File: src/rtl/pipe_stage_skid_if.sv
// Handshake bundle for the lane-masked skid pipeline stage.
// The producer/consumer side uses master; the stage itself uses slave.
interface pipe_stage_skid_if #(
    parameter int W     = 8,
    parameter int LANES = 4
);
    logic                 in_valid;
    logic                 in_ready;
    logic [W*LANES-1:0]   in_data;
    logic [LANES-1:0]     in_lane_en;
    logic                 out_valid;
    logic                 out_ready;
    logic [W*LANES-1:0]   out_data;

    modport master (
        output in_valid, in_data, in_lane_en, out_ready,
        input  in_ready, out_valid, out_data
    );

    modport slave (
        input  in_valid, in_data, in_lane_en, out_ready,
        output in_ready, out_valid, out_data
    );
endinterface

File: src/rtl/pipe_stage_skid.sv
// Lane-masked pipeline register with valid/ready handshake and a 1-entry skid buffer.
// Optional stall counter enabled by defining PIPE_SKID_STATS_EN.
module pipe_stage_skid #(
    parameter int W     = 8,
    parameter int LANES = 4,
    parameter int CNT_W = 16
) (
    input  logic             clk,
    input  logic             reset,
    input  logic             flush,
`ifdef PIPE_SKID_STATS_EN
    output logic [CNT_W-1:0] stall_count,
`endif
    pipe_stage_skid_if.slave bus
);
    localparam int DW = W * LANES;

    typedef enum logic [1:0] {EMPTY, FULL, SKID} state_t;

    state_t           state;
    state_t           next_state;
    logic [DW-1:0]    main_q;
    logic [DW-1:0]    main_d;
    logic [DW-1:0]    skid_q;
    logic [DW-1:0]    skid_d;
    logic [LANES-1:0] skid_mask_q;
    logic [LANES-1:0] skid_mask_d;
    logic             in_fire;

    function automatic logic [DW-1:0] merge(input logic [DW-1:0]    base,
                                            input logic [DW-1:0]    d,
                                            input logic [LANES-1:0] m);
        logic [DW-1:0] r;
        r = base;
        for (int i = 0; i < LANES; i++) begin
            if (m[i]) r[i*W +: W] = d[i*W +: W];
        end
        return r;
    endfunction

    // Handshake outputs depend only on the state register, never on inputs.
    assign bus.in_ready  = (state != SKID);
    assign bus.out_valid = (state != EMPTY);
    assign bus.out_data  = main_q;
    assign in_fire       = bus.in_valid & bus.in_ready;

    always_ff @(posedge clk or posedge reset) begin
        if (reset) begin
            state       <= EMPTY;
            main_q      <= '0;
            skid_q      <= '0;
            skid_mask_q <= '0;
        end else begin
            state       <= next_state;
            main_q      <= main_d;
            skid_q      <= skid_d;
            skid_mask_q <= skid_mask_d;
        end
    end

    always_comb begin
        next_state  = state;
        main_d      = main_q;
        skid_d      = skid_q;
        skid_mask_d = skid_mask_q;
        if (flush) begin
            // Squash drops only validity; data registers keep the merge base.
            next_state = EMPTY;
        end else begin
            case (state)
                EMPTY: begin
                    if (in_fire) begin
                        next_state = FULL;
                        main_d     = merge(main_q, bus.in_data, bus.in_lane_en);
                    end
                end
                FULL: begin
                    if (in_fire && bus.out_ready) begin
                        main_d = merge(main_q, bus.in_data, bus.in_lane_en);
                    end else if (in_fire) begin
                        next_state  = SKID;
                        skid_d      = bus.in_data;
                        skid_mask_d = bus.in_lane_en;
                    end else if (bus.out_ready) begin
                        next_state = EMPTY;
                    end
                end
                SKID: begin
                    if (bus.out_ready) begin
                        next_state = FULL;
                        main_d     = merge(main_q, skid_q, skid_mask_q);
                    end
                end
                default: next_state = EMPTY;
            endcase
        end
    end

`ifdef PIPE_SKID_STATS_EN
    always_ff @(posedge clk or posedge reset) begin
        if (reset) begin
            stall_count <= '0;
        end else if (bus.out_valid && !bus.out_ready && !flush && (stall_count != {CNT_W{1'b1}})) begin
            stall_count <= stall_count + 1'b1;
        end
    end
`endif

endmodule
File: src/flat_wrapper.sv
// flat-port wrapper written by rule: the top's interface ports become plain ports
module pipe_stage_skid_flat 
#(
    parameter int W     = 8,
    parameter int LANES = 4,
    parameter int CNT_W = 16
)
  (clk, reset, flush, bus_in_valid, bus_in_data, bus_in_lane_en, bus_out_ready, bus_in_ready, bus_out_valid, bus_out_data);
  pipe_stage_skid_if #(.W(W), .LANES(LANES)) bus_i ();
  input  logic clk;
  input  logic reset;
  input  logic flush;
  input wire logic [$bits(bus_i.in_valid)-1:0] bus_in_valid;
  input wire logic [$bits(bus_i.in_data)-1:0] bus_in_data;
  input wire logic [$bits(bus_i.in_lane_en)-1:0] bus_in_lane_en;
  input wire logic [$bits(bus_i.out_ready)-1:0] bus_out_ready;
  output wire logic [$bits(bus_i.in_ready)-1:0] bus_in_ready;
  output wire logic [$bits(bus_i.out_valid)-1:0] bus_out_valid;
  output wire logic [$bits(bus_i.out_data)-1:0] bus_out_data;
  assign bus_i.in_valid = bus_in_valid;
  assign bus_i.in_data = bus_in_data;
  assign bus_i.in_lane_en = bus_in_lane_en;
  assign bus_i.out_ready = bus_out_ready;
  assign bus_in_ready = bus_i.in_ready;
  assign bus_out_valid = bus_i.out_valid;
  assign bus_out_data = bus_i.out_data;
  pipe_stage_skid #(.W(W), .LANES(LANES), .CNT_W(CNT_W)) u_core (.clk(clk), .reset(reset), .flush(flush), .bus(bus_i));
endmodule
File: config.mk
export PLATFORM = sky130hd
export DESIGN_NAME = pipe_stage_skid_flat
export DESIGN_NICKNAME = d
export VERILOG_FILES = /design/src/rtl/pipe_stage_skid_if.sv /design/src/rtl/pipe_stage_skid.sv /design/src/flat_wrapper.sv
export SDC_FILE = /design/constraint.sdc
export NUM_CORES = 1
export LEC_CHECK = 0
export CAP_MARGIN = 20
export CORE_ASPECT_RATIO = 0.5
export CORE_MARGIN = 1.5
export CORE_UTILIZATION = 50
export CTS_CLUSTER_DIAMETER = 50
export DETAILED_ROUTE_END_ITERATION = 8
export PLACE_DENSITY = 0.8
export SLEW_MARGIN = 20
export SYNTH_ARGS = -nofsm -noshare
export SYNTH_HDL_FRONTEND = slang
export SYNTH_SLANG_ARGS = --single-unit
File: constraint.sdc
create_clock -name clk -period 2.6 [get_ports clk]
set_input_delay 0.39 -clock clk [delete_from_list [all_inputs] [get_ports clk]]
set_output_delay 0.39 -clock clk [all_outputs]
set_load 0.01 [all_outputs]
### After elaboration in Yosys (flattened, before gate mapping)

Cells that the tools add are included.

| storage, ports and cells | value |
|---|---|
| bits of input ports | 41 |
| flip-flop bits (word level) | 70 |
| output and inout bits | 34 |

| operators by class | value |
|---|---|
| muxes and demuxes | 19 |
| equal/unequal tests | 14 |
| bitwise logic cells | 3 |
| reductions and logical operators | 10 |

Operator list:

| cell | number |
|---|---|
| 32-bit 2-to-1 mux | 3 |
| 32-bit one-hot mux with 3 select lines | 1 |
| 8-bit 2-to-1 mux | 8 |
| 6-bit AND reduction | 4 |
| 2-bit 2-to-1 mux | 6 |
| 2-bit by 1-bit != test with 1-bit output, second input constant | 6 |
| 4-bit AND reduction | 2 |
| 3-bit != test, second input constant | 2 |
| 2-bit one-hot mux with 3 select lines | 1 |
| 2-bit != test, second input constant | 2 |
| 4-bit by 3-bit != test with 1-bit output, second input constant | 1 |
| 3-bit by 2-bit != test with 1-bit output, second input constant | 1 |
| 3-bit nonzero test | 1 |
| 2-bit by 1-bit == test with 1-bit output, second input constant | 1 |
| 2-bit == test, second input constant | 1 |
| 2-bit logical NOT | 1 |
| 1-bit inverter | 2 |
| 2-bit nonzero test | 1 |
| 1-bit bitwise AND | 1 |
| 1-bit logical AND | 1 |

### Logic depth before layout (Yosys ltp)

| depth | value |
|---|---|
| word-level depth | 6 |
| gate-level depth with buffers | 5 |

### Worst setup path before layout

No wires, ideal clock.

| path | value |
|---|---|
| path kind | register -> register |
| from | reg u_core.state[1] |
| to | reg u_core.skid_mask_q[3] |
| path buffers | 2 |
| slack | 903 ps |
| setup time | 125 ps |
| data required time | 2,475 ps |
| cell stages (with the launch flop) | 6 |
| data arrival time | 1,572 ps |
| path through | dfrtp_1 -> and2b_1 -> nor3b_1 -> buf_6 -> buf_6 -> mux2_2 |

| on the way | value |
|---|---|
| longest elaborated chain between the ends | 5 |
| elaborated cells on any way between the ends | 6 |
| those cells by class | 2 x eq/ne; 2 x bitwise; 2 x reduce/logical |

Ends and longest elaborated chain:

| element | line | RTL |
|---|---|---|
| start, declared | pipe_stage_skid.sv:20 | `state_t state;` |
| start signal, assigned | pipe_stage_skid.sv:54 | `state <= next_state;` |
| 2-bit != test | pipe_stage_skid.sv:42 | `assign bus.in_ready = (state != SKID);` |
| 1-bit bitwise AND | pipe_stage_skid.sv:45 | `assign in_fire = bus.in_valid & bus.in_ready;` |
| 1-bit logical AND | pipe_stage_skid.sv:78 | `if (in_fire && bus.out_ready) begin` |
| 1-bit inverter (no line) | n/a |  |
| 4-bit AND reduction (no line) * | n/a |  |
| end signal, assigned | pipe_stage_skid.sv:57 | `skid_mask_q <= skid_mask_d;` |
| end, declared | pipe_stage_skid.sv:26 | `logic [LANES-1:0] skid_mask_q;` |

Every way passes the cells marked *; elsewhere a longest branch is shown, timed or not.
A chain may end at the register's enable or synchronous reset.

### Worst setup path after layout

| path | value |
|---|---|
| from | reg u_core.state[0] |
| to | out bus_in_ready |

| on the way | value |
|---|---|
| longest elaborated chain between the ends | 1 |

Ends and longest elaborated chain:

| element | line | RTL |
|---|---|---|
| 2-bit != test | pipe_stage_skid.sv:42 |  |
| end, declared | flat_wrapper.sv:17 | `output wire logic [$bits(bus_i.in_ready)-1:0] bus_in_ready;` |

Every way passes these cells.

==> metrics.yaml <==
detailed_routing:
  finalWirelength_microns: 6370
  vias_per_cell: 5.16
  wl_per_cell_microns: 16.9
  drc: 0
  initialDrtViolationCount: 71
  postRouteAntennaNets: 0
  routed-via-count: 1945
  drtPass1Iterations: 4
setup_path:
  critical_path_class: "flop to output port"
  end_kind: "output port"
  slowest_stage: "clkdlybuf4s50_1"
  crit_family: "buffers and inverters"
  crit_fanout: 24
  worstPathRequired_ps: 2210
  cp-start-kind: "flop"
  path_cells: "nand2b_4 > clkdlybuf4s50_1"
  critical_path_buf_inv_count: 1
  arrival_ps: 1780
  slowest_delay_ps: 630
global_route:
  grtUsageTotal_pct: 20.7
  grt_start_max_net_pins: 30
  grt_antenna_before_repair: 0
  grt_pass1_wl_microns: 10400
  grt_pass1_vias: 2132
  overflow: 0
synthesis:
  seq_area_frac_synth_pct: 55.3
  yosysUniqueCellTypes: 21
  yosysWarnings: 0
  synth_nets: 243
  post_synth_inst_count: 202
  synth_area_sq_um: 3170
  syn_area_per_cell_sq_um: 15.7
  synth_seq_cells: 70
die:
  die_h_microns: 59.3
  die_w_microns: 116
  start_util_pct: 51.9
  ioPinCount: 75
  rows: 20
  core_sq_um: 6110
  die-area_sq_um: 6850
clocking:
  h-tree-depth: 3
  clock_path_buffers: 2
  cts_resized: 0
  clkSinkCount: 70
  postCtsSetupRepairBufs: 0
  root_buffer: "clkbuf_16"
  cts-buffers-inserted: 9
  cts_tree: "yes"
  clkLatencyLatePin_ps: 330
  path_clk_slew_ps: 50
  hold_buffers: 0
hold_path:
  holdCritPathClass: "input port to async pin"
sta:
  slew_viol_final: 0
  maxSlewHeadroom_pct: 63.4
  setup_viol: 0
  fmax_mhz: 461
  final-hold-violation-count: 0
  min_period_ps: 2170
  period_share_pct: 83.5
  worst_clock_skew_ps: 3.49
  worst_slew_pin_slew_ps: 547
  rsz0062_at_grt: "false"
  finalSetupTns_ps: 0
power:
  p_leak_nw: 1.83
  max-vdd-ir-drop_v: 0.000395
  power_density_nw_per_um2: 840
  power_w: 0.00364
place:
  hpwl_microns: 4370
  io_buffers: 74
  place.gp.congestion: 0.712
finish:
  fin_util_pct: 70.9
  drive_gt1_share_pct: 43.6
  num_antenna_cells: 0
  syn_to_final_growth_pct: 36.6
  fin_nets: 325
job:
  max_cap_viol_count: 0
run_status:
  status: "complete, no violations"
## cells in the mapped netlist
cell / count / area, sq um
buf_2: 4 / 20.0
mux2_1: 5 / 56.3
or2_2: 1 / 6.26
a21oi_1: 1 / 5.00
and2b_1: 1 / 7.51
mux2_2: 95 / 1070
buf_6: 5 / 56.3
inv_1: 1 / 3.75
o21a_1: 1 / 7.51
mux2i_1: 4 / 40.0
nor3_4: 4 / 65.1
nor2_1: 1 / 3.75
a21oi_4: 1 / 16.3
dfrtp_1: 70 / 1750
o22a_1: 1 / 8.76
nand2b_1: 1 / 6.26
nor3b_1: 1 / 7.51
nand2b_4: 1 / 13.8
and3b_1: 1 / 8.76
a211oi_1: 1 / 7.51
nand2_1: 2 / 7.51
## through the flow
stage	instances	setup WS, ps	instance area, sq um	hold slack [ps]
floorplan	202	442	3170	454
global placement	361	343	4010	467
detailed placement	361	308	4010	478
CTS	377	416	4330	407
global route	377	344	4330	439
finish	377	430	4330	396
## kinds of logic after synthesis
logic type | synth area share [%]
buffers and inverters | 2.53
flip-flops | 55.3
multiplexers | 36.8
AND/OR/NAND/NOR | 3.99
AO/OA/AOI/OAI | 1.42
## worst paths after layout
kind	startpoint	to	slack, ps	cells past startpoint
setup / recovery	u_core.state[0]	bus_in_ready	430	2
hold / removal	reset	u_core.bus.out_data[24]	400	2
hold reg to reg	u_core.bus.out_data[31]	u_core.bus.out_data[31]	500	1
setup reg to reg	u_core.state[0]	u_core.bus.out_data[9]	660	4
max in group asynchronous	reset	u_core.skid_q[21]	1460	3
min in group clk	u_core.bus.out_data[31]	u_core.bus.out_data[31]	500	1
## cell type report
cell class	count	area (sq um)
fillers	426	1780
flip-flops and latches	70	1750
multi-input cells	122	1340
repair buffers	80	798
clock buffers	10	239
well taps	88	110
clock inverters	6	85.1
inverters	1	3.75
## flip-flops by register name, summed over array words and instances (netlist names)
signal	cells
u_core.skid_q	32
u_core.state	2
u_core.bus.out_data	32
u_core.skid_mask_q	4
## routing by layer
metal / vias to the layer above / part of all wire (%) / wire, microns / GRT usage, %
li1: 894 / - / - / -
met1: 995 / 44 / 2780 / 25.0
met2: 49 / 50 / 3190 / 35.4
met3: 7 / 5.4 / 343 / 8.18
met4: 0 / 0.74 / 47 / 5.29
met5: - / 0 / 0 / 0
## power breakdown
group	total (W)	leakage (nW)	switching, W	internal, W
Combinational	0.000801	0.827	0.000274	0.000527
Sequential	0.00154	0.849	0.000155	0.00138
Clock	0.00130	0.154	0.000438	0.000861
## cells in the final DEF, fill, tap and decap left out, types with 4 or more instances in the layout
master,instances
mux2i_1,4
mux2_1,5
nor3_4,4
clkdlybuf4s50_1,74
dfrtp_1,70
clkbuf_16,9
mux2_2,95
buf_4,5
## worst register-to-register path, cell delays in order, from the launching register on
cell	delay [ps]
dfrtp_1	420
nand2b_4	400
buf_4	340
mux2_2	380
mux2_1	290
(Power assumes the default switching activity.)
